$ cat src/rtl/scancode_to_uart_pkg.sv
// Shared types, prefix constants and the PS/2 Set-2 make-code to ASCII table
// for the keyboard-to-UART bridge.
package scancode_to_uart_pkg;

  typedef enum logic [1:0] {
    IDLE      = 2'd0,
    BREAK     = 2'd1,
    EXT       = 2'd2,
    EXT_BREAK = 2'd3
  } dec_state_t;

  typedef enum logic [1:0] {
    TX_IDLE = 2'd0,
    TX_HOLD = 2'd1,
    TX_WAIT = 2'd2
  } tx_state_t;

  localparam logic [7:0] BREAK_CODE = 8'hF0;
  localparam logic [7:0] EXT_CODE   = 8'hE0;

  typedef struct packed {
    logic       valid;
    logic [7:0] ascii;
  } ascii_lookup_t;

  // Unmapped codes come back with valid=0 so the caller can drop them silently.
  function automatic ascii_lookup_t sc_lookup(input logic [7:0] sc);
    ascii_lookup_t r;
    r.valid = 1'b1;
    r.ascii = 8'h00;
    case (sc)
      8'h1C: r.ascii = 8'h61; // a
      8'h32: r.ascii = 8'h62;
      8'h21: r.ascii = 8'h63;
      8'h23: r.ascii = 8'h64;
      8'h24: r.ascii = 8'h65;
      8'h2B: r.ascii = 8'h66;
      8'h34: r.ascii = 8'h67;
      8'h33: r.ascii = 8'h68;
      8'h43: r.ascii = 8'h69;
      8'h3B: r.ascii = 8'h6A;
      8'h42: r.ascii = 8'h6B;
      8'h4B: r.ascii = 8'h6C;
      8'h3A: r.ascii = 8'h6D;
      8'h31: r.ascii = 8'h6E;
      8'h44: r.ascii = 8'h6F;
      8'h4D: r.ascii = 8'h70;
      8'h15: r.ascii = 8'h71;
      8'h2D: r.ascii = 8'h72;
      8'h1B: r.ascii = 8'h73;
      8'h2C: r.ascii = 8'h74;
      8'h3C: r.ascii = 8'h75;
      8'h2A: r.ascii = 8'h76;
      8'h1D: r.ascii = 8'h77;
      8'h22: r.ascii = 8'h78;
      8'h35: r.ascii = 8'h79;
      8'h1A: r.ascii = 8'h7A; // z
      8'h45: r.ascii = 8'h30; // 0
      8'h16: r.ascii = 8'h31;
      8'h1E: r.ascii = 8'h32;
      8'h26: r.ascii = 8'h33;
      8'h25: r.ascii = 8'h34;
      8'h2E: r.ascii = 8'h35;
      8'h36: r.ascii = 8'h36;
      8'h3D: r.ascii = 8'h37;
      8'h3E: r.ascii = 8'h38;
      8'h46: r.ascii = 8'h39; // 9
      8'h29: r.ascii = 8'h20; // space
      8'h5A: r.ascii = 8'h0D; // enter
      8'h66: r.ascii = 8'h08; // backspace
      default: r.valid = 1'b0;
    endcase
    return r;
  endfunction

endpackage

$ cat src/rtl/sync_fifo.sv
// Single-clock FIFO; power-of-two depth so pointers wrap for free, with a
// separate occupancy count to tell full from empty.
module sync_fifo #(
  parameter int WIDTH = 8,
  parameter int DEPTH = 4
) (
  input  logic                     clk,
  input  logic                     rst,
  input  logic                     push,
  input  logic                     pop,
  input  logic [WIDTH-1:0]         din,
  output logic [WIDTH-1:0]         dout,
  output logic                     full,
  output logic                     empty,
  output logic [$clog2(DEPTH):0]   count
);
  localparam int AW = $clog2(DEPTH);
  localparam int CW = AW + 1;
  localparam logic [CW-1:0] FULL_CNT = CW'(DEPTH);

  logic [WIDTH-1:0] mem [DEPTH];
  logic [AW-1:0]    wr_ptr, rd_ptr;
  logic             do_push, do_pop;

  assign full  = (count == FULL_CNT);
  assign empty = (count == '0);
  assign dout  = mem[rd_ptr];

  // A pop frees the slot the push needs, so push+pop is legal even when full.
  assign do_pop  = pop && !empty;
  assign do_push = push && (!full || do_pop);

  always_ff @(posedge clk) begin
    if (do_push) mem[wr_ptr] <= din;
  end

  always_ff @(posedge clk or posedge rst) begin
    if (rst) begin
      wr_ptr <= '0;
      rd_ptr <= '0;
      count  <= '0;
    end else begin
      if (do_push) wr_ptr <= wr_ptr + AW'(1);
      if (do_pop)  rd_ptr <= rd_ptr + AW'(1);
      case ({do_push, do_pop})
        2'b10:   count <= count + CW'(1);
        2'b01:   count <= count - CW'(1);
        default: count <= count;
      endcase
    end
  end

endmodule

$ cat src/rtl/scancode_to_uart.sv
// PS/2 Set-2 scancode decoder feeding a byte FIFO that drains into a UART
// transmitter with a fixed post-send hold to ride out busy-assert latency.
module scancode_to_uart
  import scancode_to_uart_pkg::*;
#(
  parameter int FIFO_DEPTH = 4
) (
  input  logic       clk,
  input  logic       reset,
  input  logic [7:0] scancode,
  input  logic       new_code,
  input  logic       tx_busy,
  output logic [7:0] tx_data,
  output logic       tx_en,
  output logic [7:0] last_ascii,
  output logic       key_strobe,
  output logic       overflow
);
  dec_state_t    dec_state, dec_next;
  tx_state_t     tx_state, tx_next;
  ascii_lookup_t lk;
  logic          char_vld, launch, hold_cnt;
  logic          fifo_full, fifo_empty;
  logic [7:0]    fifo_head;
  logic [$clog2(FIFO_DEPTH):0] unused_fifo_count;

  assign lk = sc_lookup(scancode);

  // Only a bare make code in IDLE yields a character; every prefixed byte is eaten.
  always_comb begin
    dec_next = dec_state;
    char_vld = 1'b0;
    if (new_code) begin
      case (dec_state)
        IDLE: begin
          if (scancode == BREAK_CODE)    dec_next = BREAK;
          else if (scancode == EXT_CODE) dec_next = EXT;
          else                           char_vld = lk.valid;
        end
        BREAK:     if (scancode != BREAK_CODE) dec_next = IDLE;
        EXT:       dec_next = (scancode == BREAK_CODE) ? EXT_BREAK : IDLE;
        EXT_BREAK: dec_next = IDLE;
        default:   dec_next = IDLE;
      endcase
    end
  end

  always_ff @(posedge clk or posedge reset) begin
    if (reset) begin
      dec_state  <= IDLE;
      last_ascii <= 8'h00;
      key_strobe <= 1'b0;
      overflow   <= 1'b0;
    end else begin
      dec_state  <= dec_next;
      key_strobe <= char_vld;
      if (char_vld) last_ascii <= lk.ascii;
      if (char_vld && fifo_full && !launch) overflow <= 1'b1;
    end
  end

  sync_fifo #(
    .WIDTH (8),
    .DEPTH (FIFO_DEPTH)
  ) u_fifo (
    .clk   (clk),
    .rst   (reset),
    .push  (char_vld),
    .pop   (launch),
    .din   (lk.ascii),
    .dout  (fifo_head),
    .full  (fifo_full),
    .empty (fifo_empty),
    .count (unused_fifo_count)
  );

  always_comb begin
    tx_next = tx_state;
    launch  = 1'b0;
    case (tx_state)
      TX_IDLE: begin
        if (!fifo_empty && !tx_busy) begin
          launch  = 1'b1;
          tx_next = TX_HOLD;
        end
      end
      TX_HOLD: if (hold_cnt) tx_next = TX_WAIT;
      TX_WAIT: if (!tx_busy) tx_next = TX_IDLE;
      default: tx_next = TX_IDLE;
    endcase
  end

  // tx_data only moves on a launch, so it stays stable between strobes.
  always_ff @(posedge clk or posedge reset) begin
    if (reset) begin
      tx_state <= TX_IDLE;
      hold_cnt <= 1'b0;
      tx_en    <= 1'b0;
      tx_data  <= 8'h00;
    end else begin
      tx_state <= tx_next;
      hold_cnt <= (tx_state == TX_HOLD) ? ~hold_cnt : 1'b0;
      tx_en    <= launch;
      if (launch) tx_data <= fifo_head;
    end
  end

endmodule

$ cat config.mk
export PLATFORM = sky130hd
export DESIGN_NAME = scancode_to_uart
export DESIGN_NICKNAME = d
export VERILOG_FILES = /design/src/rtl/scancode_to_uart_pkg.sv /design/src/rtl/sync_fifo.sv /design/src/rtl/scancode_to_uart.sv
export SDC_FILE = /design/constraint.sdc
export NUM_CORES = 1
export LEC_CHECK = 0
export CAP_MARGIN = 20
export CORE_AREA = 2 2 69 87
export CTS_BUF_LIST = sky130_fd_sc_hd__clkbuf_4 sky130_fd_sc_hd__clkbuf_8 sky130_fd_sc_hd__clkbuf_16
export DETAILED_ROUTE_END_ITERATION = 8
export DIE_AREA = 0 0 71 89
export DONT_BUFFER_PORTS = 1
export PLACE_DENSITY = 0.76
export SLEW_MARGIN = 20
export SYNTH_ARGS = -nofsm -noshare
export SYNTH_HDL_FRONTEND = slang
export SYNTH_SLANG_ARGS = --single-unit
$ cat constraint.sdc
create_clock -name clk -period 2.7 [get_ports clk]
set_input_delay 0.54 -clock clk [delete_from_list [all_inputs] [get_ports clk]]
set_output_delay 0.54 -clock clk [all_outputs]
set_load 0.01 [all_outputs]
==> metrics.cfg, run 1 <==
[cts]
ctsHoldBuffers=0
cts.sinks=57
htree_levels=3
clockRootBuffer=clkbuf_8
cts_resized=0
postCtsSetupBuffers=0
numCtsBuffers=9
clk_pin_slew_ns=0.06
cts_buffer_depth=2
clock_latency_ns=0.33
cts_tree=built

[worst_setup_path]
slowest_delay_ns=0.41
reg2reg_from=tx_state[0]
worstSetupStartpointType=primary input
crit_arrival_ns=2.56
path_cells=nor4b_4 -> or3b_1 -> nand3_2 -> nor3b_2 -> a31oi_4 -> buf_4 -> mux2i_1 -> mux2_2
r2r_cells=5
path_class=in2reg
critPathRequiredTime_ns=2.92
worst_r2r_endpoint=u_fifo.count[1]
critical_path.slowest_cell=or3b_1
reg2reg_slack_ns=0.82
crit_path_end_kind=flip-flop
cp_max_fo=15

[pwr]
leakagePower_nw=1.43
p_per_area_nw_per_um2=796
irDropWorstVdd_v=0.000341

[sta]
hold_viol_final=0
tightest_slew_ns=0.943
max-slew-margin-rel=0.363
period_minus_slack_ns=2.34
rsz0062_at_grt=no
clock_skew_ns=0.00475
slew_viol_final=0
setup_viol=0
setup_ws_ns=0.361
tns_ns=0
clock.fmax_ghz=0.428
fin_crit_sh=0.866

[global_route]
antenna_found_initial=0
overflow=0
grt_max_degree=29
grt_pass1_wl_um=10700
track_usage=0.226
grt_pass1_vias=2141

[floorplan]
die_x_um=71
core_area_um2=5440
die_area_um2=6320
initial_core_util=0.591
die-height_um=89
io_pins=31
rows=30

[placed_design]
dpl.hpwl_um=4910
post-place-ws_ns=0.0348
place_inst=334
routabilityCongestion=0.946
io_buffers=0

[synthesis]
ys_seq_elements=57
syn_area_um2=3220
synthCells=272
ys.warnings.count=0
synth_edf_count=28
syn_area_per_cell_um2=11.8
synth_ff_type=dfrtp_1
post_synth_num_cell_types=67
async_flop_share=0.509
synth_seq_area_share=0.487

[cells_and_area]
layout_commonest_cell=dfrtp_1
drive_above_1_share=0.248
layout_common_cells=dfrtp_1 (29), edfxtp_1 (28), nand2_1 (16), nor2_1 (16), buf_4 (16)
n_antenna_cell=0
stdcell_count=350
area_delta_synth_final_pct=11.9
final_nets=298

[route]
via_per_inst=6.27
drtIter0Drc=156
ant_nets=0
vias=2193
drc=0
first_pass_iters=4
wl_per_cell_um=18.9
wirelength_um=6630

[outcome]
status=complete, no violations

[flow_run]
cap_viol_max_count=0

[worst_hold_path]
hold_class=in2async

[where the power goes]
group	switching, W	leakage, nW	internal, W
logic	0.000275	0.707	0.000396
clock network	0.000333	0.106	0.000518
registers	0.000244	0.622	0.00110
total	0.000852	1.43	0.00202
[how the worst max path moves through the flow]
stage,startpoint,endpoint,slack (ns)
3_5_place_dp,scancode[5],u_fifo.count[2],0.03
3_3_place_gp,scancode[5],u_fifo.count[2],0.09
4_1_cts,scancode[5],u_fifo.count[2],0.38
6_report,scancode[5],u_fifo.count[1],0.36
2_1_floorplan,scancode[7],u_fifo.count[2],-0.15
5_1_grt,scancode[5],u_fifo.count[2],0.25
[cells by family (layout without fill, tap and decap cells)]
logic type | Yosys count | in the layout | share of synthesized area
XOR/XNOR | 6 | 6 | 0.0163
flip-flops | 57 | 57 | 0.487
other | 1 | 2 | 0.00116
buffers and inverters | 27 | 40 | 0.0478
AND/OR/NAND/NOR | 106 | 106 | 0.209
adder cells (fa/ha/maj) | 5 | 5 | 0.0218
AO/OA/AOI/OAI | 47 | 47 | 0.113
multiplexers | 23 | 23 | 0.104
[final cells by class]
cell class	instances	area [um^2]
Sequential cell	57	1570
Clock buffer	9	124
Timing Repair Buffer	19	180
Fill cell	406	1840
Tap cell	64	80.1
Inverter	5	18.8
Multi-Input combinational cell	189	1540
Clock inverter	7	93.8
[synthesized netlist by cell type (4+ instances only)]
library cell / number / area [um^2]
and3_1: 5 / 31.3
a21oi_1: 4 / 20.0
mux4_2: 7 / 158
dfrtp_1: 29 / 726
nor2b_1: 8 / 50.1
buf_6: 4 / 45.0
inv_1: 5 / 18.8
clkbuf_1: 4 / 15.0
buf_1: 4 / 15.0
nor3b_1: 6 / 45.0
nor3_1: 6 / 30.0
ha_1: 4 / 50.1
nor2_1: 16 / 60.1
nand2b_1: 13 / 81.3
nand2_1: 16 / 60.1
nand4_1: 4 / 25.0
xnor2_1: 4 / 35.0
edfxtp_1: 28 / 841
a31oi_1: 5 / 31.3
o21ai_0: 6 / 30.0
o31ai_1: 5 / 37.5
mux2_2: 8 / 90.1
buf_4: 4 / 30.0
buf_2: 6 / 30.0
mux2_1: 5 / 56.3
nand3_1: 10 / 50.1
[sequential cells by signal, indices dropped and copies added (netlist names), 2 cells and up]
| register | count |
|---|---|
| dec_state | 2 |
| tx_state | 2 |
| tx_data | 7 |
| u_fifo.count | 3 |
| u_fifo.mem | 28 |
| last_ascii | 7 |
| u_fifo.wr_ptr | 2 |
| u_fifo.rd_ptr | 2 |
[worst max-delay path, delay by kind of cell]
| kind | cells | cell delay (ns) |
|---|---|---|
| AOI/OAI and AO/OA | 1 | 0.20 |
| and+or+nand+nor | 4 | 0.98 |
| buffers and inverters | 1 | 0.19 |
| muxes | 2 | 0.63 |
[metrics by stage]
stage / power [W] / hold slack, ns / utilization / cell area (um^2)
2_1_floorplan: 0.00186 / 0.414 / - / 3260
3_3_place_gp: 0.00199 / 0.432 / 0.622 / 3380
3_5_place_dp: 0.00204 / 0.446 / 0.622 / 3380
4_1_cts: 0.00290 / 0.225 / 0.662 / 3600
5_1_grt: 0.00302 / 0.256 / 0.662 / 3600
6_report: 0.00287 / 0.208 / 0.662 / 3600
[metal layers]
layer,track usage,up-vias,part of all wire,wire length [um]
li1,-,1043,-,-
met1,0.258,1085,0.40,2660
met2,0.404,51,0.54,3580
met3,0.0530,14,0.035,231
met4,0.105,0,0.024,157
met5,0,-,0,0
No activity file was read; power rests on OpenSTA's default activity.
==> run 2: changes to the inputs <==
--- a/config.mk
+++ b/config.mk
@@ -7,7 +7,6 @@
 export LEC_CHECK = 0
 export CAP_MARGIN = 20
 export CORE_AREA = 2 2 69 87
-export CTS_BUF_LIST = sky130_fd_sc_hd__clkbuf_4 sky130_fd_sc_hd__clkbuf_8 sky130_fd_sc_hd__clkbuf_16
 export DETAILED_ROUTE_END_ITERATION = 8
 export DIE_AREA = 0 0 71 89
 export DONT_BUFFER_PORTS = 1
==> results of run 2 <==
The final DEF is identical to that of run 1; final timing and power are the same.
==> run 3: changes to the inputs <==
--- a/config.mk
+++ b/config.mk
@@ -5,13 +5,13 @@
 export SDC_FILE = /design/constraint.sdc
 export NUM_CORES = 1
 export LEC_CHECK = 0
+export ABC_AREA = 1
 export CAP_MARGIN = 20
-export CORE_AREA = 2 2 69 87
+export CORE_AREA = 2 2 67 85
 export DETAILED_ROUTE_END_ITERATION = 8
-export DIE_AREA = 0 0 71 89
+export DIE_AREA = 0 0 69 87
 export DONT_BUFFER_PORTS = 1
 export PLACE_DENSITY = 0.76
-export SLEW_MARGIN = 20
 export SYNTH_ARGS = -nofsm -noshare
 export SYNTH_HDL_FRONTEND = slang
 export SYNTH_SLANG_ARGS = --single-unit
==> metrics.cfg, run 3 <==
[outcome]
status=complete, no violations

[worst_setup_path]
path_delay_family=simple AND/OR/NAND/NOR gates
critical_path.slowest_cell=dfrtp_1
slowest_delay_ns=0.43  ; +0.02 ns
path_depth=13  ; +5
crit_buf_inv=5  ; +4
crit_path_end_kind=flip-flop
r2r_cells=13  ; +8
critPathRequiredTime_ns=2.90  ; -0.02 ns
cp_max_fo=10  ; -5
worstSetupStartpointType=flip-flop
crit_arrival_ns=2.57  ; about the same
path_class=reg2reg
path_cells=nor2_1 -> inv_1 -> o21ai_0 -> clkinv_1 -> nand2_2 -> inv_1 -> fa_1 -> inv_1 -> nand2_1 -> nand2_1 -> nand2_1 -> nand2_1 -> inv_1

[cells_and_area]
reg_top3=u_fifo.mem: 28 flops, last_ascii: 7 flops, tx_data: 7 flops
area_delta_synth_final_pct=9.20
layout_common_cells=nand2_1 (117), nor2_1 (58), dfrtp_1 (29)
layout_commonest_cell=nand2_1
final_nets=399  ; +34%
regMostFlops=u_fifo.mem
fin_util=0.630  ; -0.0318
largest_reg_flops=28  ; unchanged
n_antenna_cell=0  ; unchanged
stdcell_count=451  ; +29%
drive_above_1_share=0.132  ; -0.116
fillers=461  ; +14%

[route]
via_per_inst=5.48  ; -12%
wl_per_cell_um=15.0  ; -21%
first_pass_iters=4  ; unchanged
ant_nets=0  ; unchanged
drc=0  ; unchanged
drtIter0Drc=157  ; +0.64%
vias=2473  ; +13%
wirelength_um=6780  ; +2.4%

[placed_design]
io_buffers=0  ; unchanged
post-place-ws_ns=0.120  ; +0.0848 ns
dpl.hpwl_um=5120  ; +4.4%
routabilityCongestion=0.965  ; +2.0%
place_inst=435  ; +30%

[floorplan]
rows=30  ; unchanged
die-height_um=87  ; -2.2%
die_x_um=69  ; -2.8%
die_area_um2=6000  ; -5.0%
initial_core_util=0.577  ; -0.0146
io_pins=31  ; unchanged
core_area_um2=5260  ; -3.4%

[global_route]
antenna_found_initial=0  ; unchanged
grt_pass1_vias=2529  ; +18%
grt_max_degree=30  ; +3.4%
track_usage=0.241  ; +0.0147
overflow=0  ; unchanged
grt_pass1_wl_um=11300  ; +5.9%

[synthesis]
synth_ff_type=dfrtp_1
yosys.area_share.simple=0.325  ; +0.116
synth_edf_count=28  ; unchanged
synthAdderAreaFrac=0.0231  ; +0.00135
muxShareOfSynthArea=0  ; -0.104
synth_compound_area_frac=0.0681  ; -0.0450
synthCells=370  ; +36%
synthXorXnorAreaFrac=0.00867  ; -0.00766
syn_area_um2=3030  ; -5.8%
synth_top_family_by_area=simple AND/OR/NAND/NOR gates
netlist_top_cells_area=edfxtp_1 (28%), dfrtp_1 (24%), nand2_1 (14%), nor2_1 (7.2%), inv_1 (3.5%)
synth_commonest_cells=nand2_1 (117), nor2_1 (58), dfrtp_1 (29)
post_synth_num_cell_types=32  ; -52%
synth_top_area_frac=0.277  ; +0.0162
syn_area_per_cell_um2=8.19  ; -31%
synth_area_leader_cell=edfxtp_1
ys.warnings.count=0  ; unchanged
synth_most_common_cell=nand2_1
async_flop_share=0.509  ; unchanged
ys_seq_elements=57  ; unchanged
synth_seq_area_share=0.517  ; +0.0301

[pwr]
leakagePower_nw=1.62  ; +13%
p_sw_w=0.00101  ; +19%
p_int_w=0.00179  ; -11%
switching_share=0.361  ; +0.0644
seq_power_share=0.482  ; +0.013
irDropWorstVdd_v=0.000336  ; -1.3%
p_clk_frac=0.253  ; -0.044
power_frac_comb=0.265  ; +0.031
p_per_area_nw_per_um2=846  ; +6.2%

[sta]
period_minus_slack_ns=2.36  ; +0.0232 ns
clock_skew_ns=0.0109  ; +0.00615 ns
rsz0062_at_grt=no
slew_viol_final=0  ; unchanged
setup_viol=0  ; unchanged
tns_ns=0  ; unchanged
setup_ws_ns=0.338  ; -0.0232 ns
clock.fmax_ghz=0.423  ; -0.98%
fin_crit_sh=0.875  ; +0.00861
hold_slack_ns=0.185  ; -0.0225 ns
hold_viol_final=0  ; unchanged

[cts]
clockRootBuffer=clkbuf_8
clk_pin_slew_ns=0.07  ; about the same
clock_latency_ns=0.32  ; about the same
htree_levels=3  ; unchanged
cts_resized=0  ; unchanged
cts.sinks=57  ; unchanged
cts_buffer_depth=2  ; unchanged
cts_tree=built
numCtsBuffers=9  ; unchanged
ctsHoldBuffers=0  ; unchanged
postCtsSetupBuffers=0  ; unchanged

[worst_hold_path]
hold_class=in2async

[flow_run]
cap_viol_max_count=0  ; unchanged

-- run 3: area by class of cell --
class | count | area, um^2 | share of cell area
timing repair buffer | 7 | 52.6 | 0.0159
sequential | 57 | 1570 | 0.473
clock inverter | 3 | 15.0 | 0.00454
inverter | 35 | 131 | 0.0397
clock buffer | 13 | 169 | 0.0510
tap | 64 | 80.1 | 0.0242
multi-input combinational | 272 | 1300 | 0.392
-- run 3: worst paths after layout --
path / start / endpoint / slack, ns
max: u_fifo.count[0] / u_fifo.count[2] / 0.34
min: reset / tx_state[0] / 0.19
max reg2reg: u_fifo.count[0] / u_fifo.count[2] / 0.34
min reg2reg: hold_cnt / hold_cnt / 0.47
max in group asynchronous: reset / last_ascii[4] / 2.22
min in group clk: tx_busy / tx_state[1] / 0.34
-- run 3: through the flow --
stage	power, W	instance area [um^2]
2_1_floorplan	0.00190	3040
3_3_place_gp	0.00205	3130
3_5_place_dp	0.00210	3130
4_1_cts	0.00282	3310
5_1_grt	0.00301	3310
6_report	0.00280	3310
-- run 3: kinds of logic (layout without fill, tap and decap cells) --
group,count (synthesis),in the layout
AO/OA/AOI/OAI,36,36
XOR/XNOR,3,3
AND/OR/NAND/NOR,226,226
buffers and inverters,42,58
other,1,2
flip-flops,57,57
adder cells (fa/ha/maj),5,5
-- run 3: power groups by stage --
stage,clock network (W),logic [W],registers [W]
final,0.000708,0.000743,0.00135
after global routing,0.000767,0.000860,0.00138
after CTS,0.000720,0.000752,0.00135
after detailed placement,0,0.000733,0.00137
after global placement,0,0.000693,0.00135
after floorplan,0,0.000614,0.00128
-- run 3: layer usage --
metal  track usage  part of all wire  vias to the layer above
li1              -                 -                     1218
met1         0.252              0.39                     1172
met2         0.457              0.55                       71
met3        0.0475             0.031                       12
met4         0.121             0.023                        0
met5             0                 0                        -
==> variant, RTL diff (flow settings as in run 1) <==
Reset style: synchronous (`reset` and `rst`), changed in 3 clocked blocks.
--- a/src/rtl/sync_fifo.sv
+++ b/src/rtl/sync_fifo.sv
@@ -34,7 +34,7 @@
     if (do_push) mem[wr_ptr] <= din;
   end
 
-  always_ff @(posedge clk or posedge rst) begin
+  always_ff @(posedge clk) begin
     if (rst) begin
       wr_ptr <= '0;
       rd_ptr <= '0;
--- a/src/rtl/scancode_to_uart.sv
+++ b/src/rtl/scancode_to_uart.sv
@@ -45,7 +45,7 @@
     end
   end
 
-  always_ff @(posedge clk or posedge reset) begin
+  always_ff @(posedge clk) begin
     if (reset) begin
       dec_state  <= IDLE;
       last_ascii <= 8'h00;
@@ -91,7 +91,7 @@
   end
 
   // tx_data only moves on a launch, so it stays stable between strobes.
-  always_ff @(posedge clk or posedge reset) begin
+  always_ff @(posedge clk) begin
     if (reset) begin
       tx_state <= TX_IDLE;
       hold_cnt <= 1'b0;
Formal check against the unedited RTL: differs if reset is asserted again (counterexample within 4 cycles, from zero or initial values and one cycle with reset high); with reset held inactive, the same outputs for 10 cycles.
==> variant against run 1 <==
- routed wire length grew 14%
- synthesized cell count grew 18%
- final cell count grew 17%
- synthesized area shrank 0.86%
- register-to-register slack lost 0.64 ns
- global-route usage grew 2.3 points
- core utilization grew 0.90 points
- fmax shrank 9.1%
- clock skew grew 0.00090 ns
- sequential cell count is the same
- final area grew 1.4%
- worst setup slack lost 0.23 ns
- critical endpoint is now u_fifo.count[2]
Power is not compared: it rests on default switching activity, and its combinational part moved more than twofold at a synthesized area within 25%.
==> variant: results (changes against run 1) <==
[global_route]
grtUsageMet2_pct=46.2  ; +5.8 points
grt_pass1_vias=2404  ; +12%
met3_usage_pct=5.19  ; -0.11 points
track_usage_pct=24.9  ; +2.3 points
grt_pass1_wl_microns=11800  ; +10%

[routing]
dr_wl_met2_microns=4100  ; +15%
drt_iter0_drc=133  ; -15%
wl_per_cell_microns=18.4  ; -3.0%
met3_length_microns=293  ; +27%
dr.pass1.iters=4  ; unchanged
wl_met1_microns=2880  ; +8.2%

[sta]
final_max_slew_viol_count=0  ; unchanged
slew_headroom_pct=62.1  ; +26 points

[logic_synthesis]
synth-async-reset-ratio_pct=0  ; -51 points
synth_seq_area_share_pct=44.5  ; -4.1 points
ys_top_cells_by_count=nand2_1, dfxtp_1, edfxtp_1
synth_fa_ha_area_share_pct=2.59  ; +0.41 points
synth_cell_types=65  ; -3.0%
ys_top_cells_by_area=edfxtp_1, dfxtp_1, mux4_2
synth_compound_area_share_pct=14.7  ; +3.4 points
synthXorXnorAreaFrac_pct=1.92  ; +0.29 points
ys.flop_type=dfxtp_1

[place]
routabilityCongestion=0.928  ; -1.9%
place_ws_ns=-0.196  ; -0.230 ns
dp.final_hpwl_microns=5500  ; +12%

[layout]
nNetsFinal=360  ; +21%
drive_gt1_share_pct=23.6  ; -1.2 points

[worst_setup_path]
cp_top_family=compound AO/OA/AOI/OAI gates
rr_worst_depth=9  ; +4
r2r_setup_slack_ns=0.18  ; -0.64 ns
cp-end-kind=flop
crit_arrival_ns=2.83  ; +0.27 ns
startpoint=scancode[6]
cp_slowest_cell=fa_2
r2r-end=u_fifo.count[2]
cp_max_fo=20  ; +5

[power]
powerSeq_w=0.000985

[clock_network]
cts.root.buffer_cell=clkbuf_8

[status]
outcome=completed

[variant: cell count changes in the layout (fill, tap and decap cells not counted), moves of 4 or more]
cell,delta
a21oi_1,+18
and3_2,+4
buf_4,+17
dfrtp_1,-29
dfxtp_1,+29
inv_1,+6
mux2_1,-5
mux2_2,-6
nand2_1,+15
nor2_1,+9
[variant: stage by stage]
step                      cell area [sq um]  std cells  total power [W]  TNS [ns]  hold slack, ns
after floorplan                        3260        322          0.00124    -0.812           0.409
after global placement                 3440        395          0.00127    -0.201           0.420
after detailed placement               3440        395          0.00128    -0.693           0.429
after CTS                              3650        411          0.00214         0           0.246
after global routing                   3650        411          0.00220         0           0.242
final                                  3650        411          0.00212         0           0.263
[variant: cell type report]
class | count | area [sq um]
clock buffer | 10 | 131
clock inverter | 6 | 82.6
fill | 420 | 1790
inverter | 13 | 48.8
multi-input combinational | 228 | 1640
sequential | 57 | 1420
tap | 64 | 80.1
timing repair buffer | 33 | 248
